===== src/rtl/arm_control_unit.sv =====
// arm_control_unit: microprogrammed fetch/decode/execute sequencer driving the 45-bit DataPath control word.
// Optional BRANCH_LINK_EN adds the S31 link step so BL writes the return address to R14.
module arm_control_unit #(
    parameter int STATE_W = 8
) (
    input  logic        clk,
    input  logic        reset,
    input  logic        mfc,
    input  logic [31:0] cu_in,
    input  logic [3:0]  flags,
    output logic [44:0] cu_out
);
    typedef enum logic [STATE_W-1:0] {
        S0  = STATE_W'(0),
        S1  = STATE_W'(1),
        S2  = STATE_W'(2),
        S3  = STATE_W'(3),
        S4  = STATE_W'(4),
        S5  = STATE_W'(5),
        S10 = STATE_W'(10),
        S11 = STATE_W'(11),
        S20 = STATE_W'(20),
        S21 = STATE_W'(21),
        S22 = STATE_W'(22),
        S23 = STATE_W'(23),
        S30 = STATE_W'(30)
`ifdef BRANCH_LINK_EN
        , S31 = STATE_W'(31)
`endif
    } state_t;

    state_t state_q, state_d;
    logic       cond_ok;
    logic       rf_en, shf_en, sr_en, ms, sext_en, mb, mc, md, r_w, mem_en;
    logic       mfa, ir_en, mar_en, mdr_en, sext2;
    logic [3:0] wr, ra, rb, op;
    logic [1:0] dtype, imm_sel;
    logic       unused_bits;

    assign unused_bits = ^cu_in[11:4];

    always_comb begin
        case (cu_in[31:28])
            4'd0:    cond_ok = flags[2];
            4'd1:    cond_ok = !flags[2];
            4'd2:    cond_ok = flags[1];
            4'd3:    cond_ok = !flags[1];
            4'd4:    cond_ok = flags[3];
            4'd5:    cond_ok = !flags[3];
            4'd6:    cond_ok = flags[0];
            4'd7:    cond_ok = !flags[0];
            4'd8:    cond_ok = flags[1] && !flags[2];
            4'd9:    cond_ok = !flags[1] || flags[2];
            4'd10:   cond_ok = flags[3] == flags[0];
            4'd11:   cond_ok = flags[3] != flags[0];
            4'd12:   cond_ok = !flags[2] && (flags[3] == flags[0]);
            4'd13:   cond_ok = flags[2] || (flags[3] != flags[0]);
            4'd14:   cond_ok = 1'b1;
            default: cond_ok = 1'b0;
        endcase
    end

    always_comb begin
        state_d = state_q;
        rf_en = 1'b0; wr = 4'd0; ra = 4'd0; rb = 4'd0; op = 4'd0;
        shf_en = 1'b0; sr_en = 1'b0; ms = 1'b0; sext_en = 1'b0;
        mb = 1'b0; mc = 1'b0; md = 1'b0; r_w = 1'b0; mem_en = 1'b1;
        dtype = 2'b00; mfa = 1'b0; ir_en = 1'b0; mar_en = 1'b0;
        mdr_en = 1'b0; sext2 = 1'b0; imm_sel = 2'b00;
        case (state_q)
            S0: state_d = S1;
            S1: begin
                mar_en = 1'b1; ra = 4'd15; op = 4'b1101;
                state_d = S2;
            end
            S2: begin
                rf_en = 1'b1; wr = 4'd15; ra = 4'd15; op = 4'b0100; mb = 1'b1;
                mem_en = 1'b0; mfa = 1'b1; dtype = 2'b10;
                state_d = S3;
            end
            S3: begin
                mem_en = 1'b0; mfa = 1'b1; mdr_en = 1'b1; dtype = 2'b10;
                state_d = mfc ? S4 : S3;
            end
            S4: begin
                ir_en = 1'b1;
                state_d = S5;
            end
            S5: begin
                casez (cu_in[27:25])
                    3'b000:  state_d = S10;
                    3'b001:  state_d = S11;
                    3'b01?:  state_d = S20;
`ifdef BRANCH_LINK_EN
                    3'b101:  state_d = cu_in[24] ? S31 : S30;
`else
                    3'b101:  state_d = S30;
`endif
                    default: state_d = S1;
                endcase
                if (!cond_ok) state_d = S1;
            end
            S10, S11: begin
                wr = cu_in[15:12]; ra = cu_in[19:16]; rb = cu_in[3:0]; op = cu_in[24:21];
                shf_en = 1'b1; sr_en = cu_in[20];
                rf_en = cu_in[24:23] != 2'b10;
                imm_sel = (state_q == S11) ? 2'b01 : 2'b00;
                mb = state_q == S11;
                state_d = S1;
            end
            S20: begin
                mar_en = 1'b1; ra = cu_in[19:16];
                op = cu_in[23] ? 4'b0100 : 4'b0010;
                sext_en = !cu_in[25];
                state_d = cu_in[20] ? S22 : S21;
            end
            S21: begin
                mdr_en = 1'b1; rb = cu_in[15:12]; mc = 1'b1;
                state_d = S22;
            end
            S22: begin
                mem_en = 1'b0; mfa = 1'b1; r_w = !cu_in[20];
                dtype = cu_in[22] ? 2'b00 : 2'b10;
                mdr_en = cu_in[20];
                state_d = mfc ? (cu_in[20] ? S23 : S1) : S22;
            end
            S23: begin
                rf_en = 1'b1; wr = cu_in[15:12]; md = 1'b1;
                state_d = S1;
            end
            S30: begin
                rf_en = 1'b1; wr = 4'd15; ra = 4'd15; op = 4'b0100; sext2 = 1'b1; ms = 1'b1;
                state_d = S1;
            end
`ifdef BRANCH_LINK_EN
            S31: begin
                rf_en = 1'b1; wr = 4'd14; ra = 4'd15; op = 4'b1101;
                state_d = S30;
            end
`endif
            default: state_d = S0;
        endcase
    end

    always_ff @(posedge clk or posedge reset) begin
        if (reset) state_q <= S0;
        else state_q <= state_d;
    end

    // Ma, Me, Mf, Mg, Ml, Mo and dwp are never asserted by this microprogram.
    assign cu_out = {rf_en, 1'b0, wr, ra, rb, op, 2'b00, shf_en, sr_en, ms, sext_en,
                     mb, mc, md, 1'b0, 1'b0, 2'b00, 1'b0, 1'b0, r_w, mem_en, dtype,
                     1'b0, mfa, ir_en, mar_en, mdr_en, sext2, imm_sel};
endmodule


===== config.mk =====
export PLATFORM = sky130hd
export DESIGN_NAME = arm_control_unit
export DESIGN_NICKNAME = d
export VERILOG_FILES = /design/src/rtl/arm_control_unit.sv
export SDC_FILE = /design/constraint.sdc
export NUM_CORES = 1
export LEC_CHECK = 0
export ABC_AREA = 1
export CAP_MARGIN = 20
export CORE_ASPECT_RATIO = 2
export CORE_MARGIN = 1.5
export CORE_UTILIZATION = 37
export DETAILED_ROUTE_END_ITERATION = 10
export PLACE_DENSITY = 0.94
export REMOVE_ABC_BUFFERS = 1
export SLEW_MARGIN = 20
export SYNTH_ARGS = -nofsm -noshare
export SYNTH_HDL_FRONTEND = slang
export SYNTH_SLANG_ARGS = --single-unit

===== constraint.sdc =====
create_clock -name clk -period 2.5 [get_ports clk]
set_input_delay 0.25 -clock clk [delete_from_list [all_inputs] [get_ports clk]]
set_output_delay 0.25 -clock clk [all_outputs]
set_load 0.1 [all_outputs]

==> results of run 1 <==
## final cells by class
| cell class | count | area, sq um | share of cell area [%] |
|---|---|---|---|
| Clock buffer | 3 | 41.3 | 2.37 |
| Clock inverter | 1 | 5.00 | 0.287 |
| Inverter | 38 | 145 | 8.32 |
| Multi-Input combinational cell | 139 | 706 | 40.4 |
| Sequential cell | 5 | 125 | 7.17 |
| Tap cell | 30 | 37.5 | 2.15 |
| Timing Repair Buffer | 63 | 686 | 39.3 |
## Yosys cell counts, drive strengths merged
library cell,count
nand2,52
inv,38
buf,27
nor2,23
o21ai,21
nand3,9
a21oi,8
dfrtp,5
nor3,4
nand3b,2
o211ai,2
a31oi,1
and3,1
conb,1
nand4,1
nor4,1
o21a,1
or2,1
## how the worst min path moves through the flow
stage	depth (start not counted)	from	endpoint	slack, ns
after global routing	2	reset	state_q[3]	0.28
final	2	reset	state_q[0]	0.22
after floorplan	1	reset	state_q[0]	0.03
after global placement	2	reset	state_q[2]	0.45
after CTS	2	reset	state_q[3]	0.22
after detailed placement	2	reset	state_q[3]	0.47
## per-stage QoR
stage | hold slack, ns | util [%] | cells | TNS [ns] | area, sq um
4_1_cts | 0.224 | 59.3 | 279 | 0 | 1750
6_report | 0.216 | 59.3 | 279 | 0 | 1750
3_3_place_gp | 0.453 | 57.7 | 275 | 0 | 1700
2_1_floorplan | 0.0285 | - | 182 | -18.03 | 976
3_5_place_dp | 0.469 | 57.7 | 275 | 0 | 1700
5_1_grt | 0.282 | 59.3 | 279 | 0 | 1750
## layer usage
metal / up-vias / global-route usage (%) / part of all wire, %
met5: - / 0 / 0
met4: 0 / 16.3 / 4.7
met3: 13 / 5.33 / 7.2
met2: 70 / 37.2 / 57
met1: 610 / 15.1 / 31
li1: 680 / - / -
## cell families after synthesis
logic type	synth area share, %
flops	11.0
other cells	0.330
compound gates	16.0
buf+inv	30.6
simple gates	42.1
==> results.cfg, run 1 <==
[floorplanning]
io_pins = 84
dieArea_sq_um = 3440
die_h_microns = 81.4
fp-row-count = 28
initial_utilization_pct = 38.6
fp.dieW_microns = 42.2
coreArea_sq_um = 2940

[layout]
reg_top3 = state_q (5)
final_cell_mix = nand2_1, inv_1, clkdlybuf4s50_1
area_delta_synth_final_pct = 53.5
largest_reg_flops = 5
layout-drive-gt1-share_pct = 26.1
layout_commonest_cell = nand2_1
fin_nets = 289
top_register = state_q
diodes = 0
fill_cells = 276

[global_route]
antenna_found_initial = 0
grt_util_all_layers_pct = 19.4
overflow = 0
grt_pass1_vias = 1272
grt_max_degree = 11
grt_pass1_wl_mm = 5.08

[critical_path]
critPathCapture = cu_out[29]
cp.required_ns = 2.25
path_max_fanout = 10
critPathKind = reg2out
critPathBufInv = 2
arrival_ns = 1.86
cpPeakStageDelay_ns = 0.45
cp.depth = 6
worstPathCellList = nor2_2 > nand3_2 > inv_4 > a21oi_1 > o21ai_0 > buf_12
crit_path_top_delay_cell = dfrtp_1
r2r_slack_ns = 1.04
r2r.worst_path.cells = 6
reg2reg_to = state_q[1]
critPathCaptureType = output port
crit_start = state_q[4]
cp_top_family = compound AO/OA/AOI/OAI gates
reg2reg_from = state_q[4]
critPathLaunchType = flop

[run]
drv_cap = 0

[clocking]
clk_path_buf_depth = 2
cts_made_buffers = 3
post_cts_buffers = 0
cts.htree.levels = 1
post_cts_resized = 0
hold_buffers = 0
clk-insertion-delay-late_ns = 0.23
clock-sinks = 5
clockRootBuffer = clkbuf_8
clk_pin_slew_ns = 0.04
cts_tree = built

[placement]
pre_cts_slack_ns = 0.621
globalplace.congestion = 0.814
dp_hpwl_mm = 2.70
port-buffer-count = 63

[logic_synthesis]
synth_top_area_share_pct = 17.8
yosysTopAreaCell = buf_4
ys_seq_area_share_pct = 11.0
syn_area_per_cell_sq_um = 5.74
synth-seq-cells = 5
yosys_warnings = 0
netlist_area_sq_um = 1140
synth_area_leaders = buf_4, nand2_1, dfrtp_1, inv_1, o21ai_0
synth.distinct_cells = 27
syn_inst = 198

[detailed_routing]
routed_wl_mm = 3.15
drt_iter0_markers = 51
vias = 1373
drtPass1Iterations = 4
wl_per_cell_microns = 11.3
ant_nets = 0
drc = 0
via_per_inst = 4.92

[timing]
final_hold_viol_count = 0
finalCritPeriodShare_pct = 84.6
finalClockSkew_ns = 0.000395
rsz0062_at_grt = no
slew_violations = 0
fmax_mhz = 473
finalSetupViolCount = 0
fin_crit_ns = 2.11
finalWorstSetupSlack_ns = 0.386

[run_status]
outcome = completed

[min_path]
hp-class = in2async
Power of run 1 is not shown: default switching activity piles up to over one toggle a cycle in this logic, so the estimate is an artifact.
==> inputs of run 2 (changes only) <==
--- a/config.mk
+++ b/config.mk
@@ -9,9 +9,9 @@
 export CAP_MARGIN = 20
 export CORE_ASPECT_RATIO = 2
 export CORE_MARGIN = 1.5
-export CORE_UTILIZATION = 37
+export CORE_UTILIZATION = 31
 export DETAILED_ROUTE_END_ITERATION = 10
-export PLACE_DENSITY = 0.94
+export PLACE_DENSITY = 0.85
 export REMOVE_ABC_BUFFERS = 1
 export SLEW_MARGIN = 20
 export SYNTH_ARGS = -nofsm -noshare
==> constraint.sdc (replaced) <==
create_clock -name clk -period 1.9 [get_ports clk]
set_input_delay 0.19 -clock clk [delete_from_list [all_inputs] [get_ports clk]]
set_output_delay 0.19 -clock clk [all_outputs]
set_load 0.1 [all_outputs]
==> run 2 against run 1 <==
Hold slack lost 0.067 ns. Sequential share of layout area decreased by 1.1 points. Global-route usage decreased by 2.1 points. Worst setup slack lost 0.37 ns. Clock skew rose by 0.0057 ns. Register-to-register slack worse by 0.50 ns. Non-clock buffer count increased by 5. Critical endpoint is now cu_out[38]. Highest routed layer unchanged.
==> results.cfg, run 2 (synthesized netlist as in run 1, its figures left out) <==
[critical_path]
cp.required_ns = 1.71
arrival_ns = 1.69
r2r.worst_path.cells = 6
worstPathCellList = inv_2 > nor2_2 > nand2_2 > and3_4 > o21ai_0 > bufbuf_16
reg2reg_from = state_q[2]
cpPeakStageDelay_ns = 0.42
crit_path_top_delay_cell = dfrtp_2
critPathCaptureType = output port
r2r_slack_ns = 0.54
path_max_fanout = 5
crit_start = state_q[0]
critPathKind = reg2out
reg2reg_to = state_q[1]
critPathLaunchType = flop

[layout]
largest_reg_flops = 5
layout-drive-gt1-share_pct = 29.5
reg_top3 = state_q (5)
final_cell_mix = nand2_1, inv_1, buf_12
stdcell_count = 303
postLayoutCoreUtil_pct = 59.4
diodes = 0
area_delta_synth_final_pct = 86.2
fin_nets = 294
top_register = state_q
fill_cells = 313
layout_commonest_cell = nand2_1

[global_route]
antenna_found_initial = 0
grt_pass1_vias = 1257
overflow = 0
grt_util_all_layers_pct = 17.2
grt_max_degree = 8
grt_pass1_wl_mm = 5.22

[placement]
dp.cells = 298
globalplace.congestion = 0.875
port-buffer-count = 63
dp_hpwl_mm = 2.96

[timing]
finalCritPeriodShare_pct = 99.1
slew_violations = 0
tns_ns = 0
rsz0062_at_grt = yes
finalClockSkew_ns = 0.00607
fmax_mhz = 531
holdWs_ns = 0.149
final_hold_viol_count = 0
fin_crit_ns = 1.88
finalSetupViolCount = 0

[floorplanning]
dieArea_sq_um = 4060
initial_utilization_pct = 31.9
fp.dieW_microns = 45.8
coreArea_sq_um = 3570
die_h_microns = 88.7
io_pins = 84
fp-row-count = 31

[clocking]
clk-insertion-delay-late_ns = 0.24
cts.htree.levels = 1
hold_buffers = 0
clk_pin_slew_ns = 0.04
clockRootBuffer = clkbuf_8
clock-sinks = 5
cts_made_buffers = 3
cts_tree = built
clk_path_buf_depth = 2

[detailed_routing]
wl_met3_microns = 229
met2_length_mm = 2.14
via_per_inst = 4.42
drt_iter0_markers = 27
top_layer = met4
vias = 1340
drc = 0
routed_wl_mm = 3.44
ant_nets = 0
met1Wirelength_mm = 1.02
drtPass1Iterations = 5
wl_per_cell_microns = 11.4

[run]
drv_cap = 0

[run_status]
outcome = completed

[min_path]
hp-class = in2async
==> run 2: worst max-delay path, delay by kind of cell (launching register included) <==
kind | cells | cell delay [ns]
AND/OR/NAND/NOR | 3 | 0.54
flip-flops | 1 | 0.42
buffers and inverters | 2 | 0.41
AO/OA/AOI/OAI | 1 | 0.07
==> run 2: cell type report <==
class / instances / area (sq um) / share of cell area (%)
repair buffers: 68 / 1020 / 48.0
multi-input cells: 139 / 722 / 34.1
inverters: 38 / 145 / 6.85
flip-flops and latches: 5 / 129 / 6.08
well taps: 49 / 61.3 / 2.89
clock buffers: 4 / 45.0 / 2.13
==> run 2: per-stage QoR <==
stage | cell area, sq um | setup WS (ns)
after floorplan | 976 | -1.91
after global placement | 2030 | 0.241
after detailed placement | 2030 | 0.187
after CTS | 2100 | 0.00426
after global routing | 2120 | -0.0881
final | 2120 | 0.0166
==> run 2: what timing repair did <==
action / in CTS / in global routing
setup buffers: 0 / 1
endpoints found under the setup margin: 12 / 17
pin swaps: 1 / 1
resized for setup: 14 / 11
endpoints found under the hold margin: 0 / 0
==> run 2: worst max-delay path by stage <==
stage	cells past startpoint	to
after floorplan	4	cu_out[39]
after global placement	5	cu_out[40]
after detailed placement	6	cu_out[37]
after CTS	8	cu_out[3]
after global routing	6	cu_out[38]
final	6	cu_out[38]
==> run 2: routing by layer <==
| metal | global-route usage (%) | up-vias |
|---|---|---|
| met5 | 0 | - |
| met4 | 4.68 | 0 |
| met3 | 2.86 | 5 |
| met2 | 38.7 | 65 |
| met1 | 12.8 | 576 |
| li1 | - | 694 |
Power of run 2 is left out for the same reason.
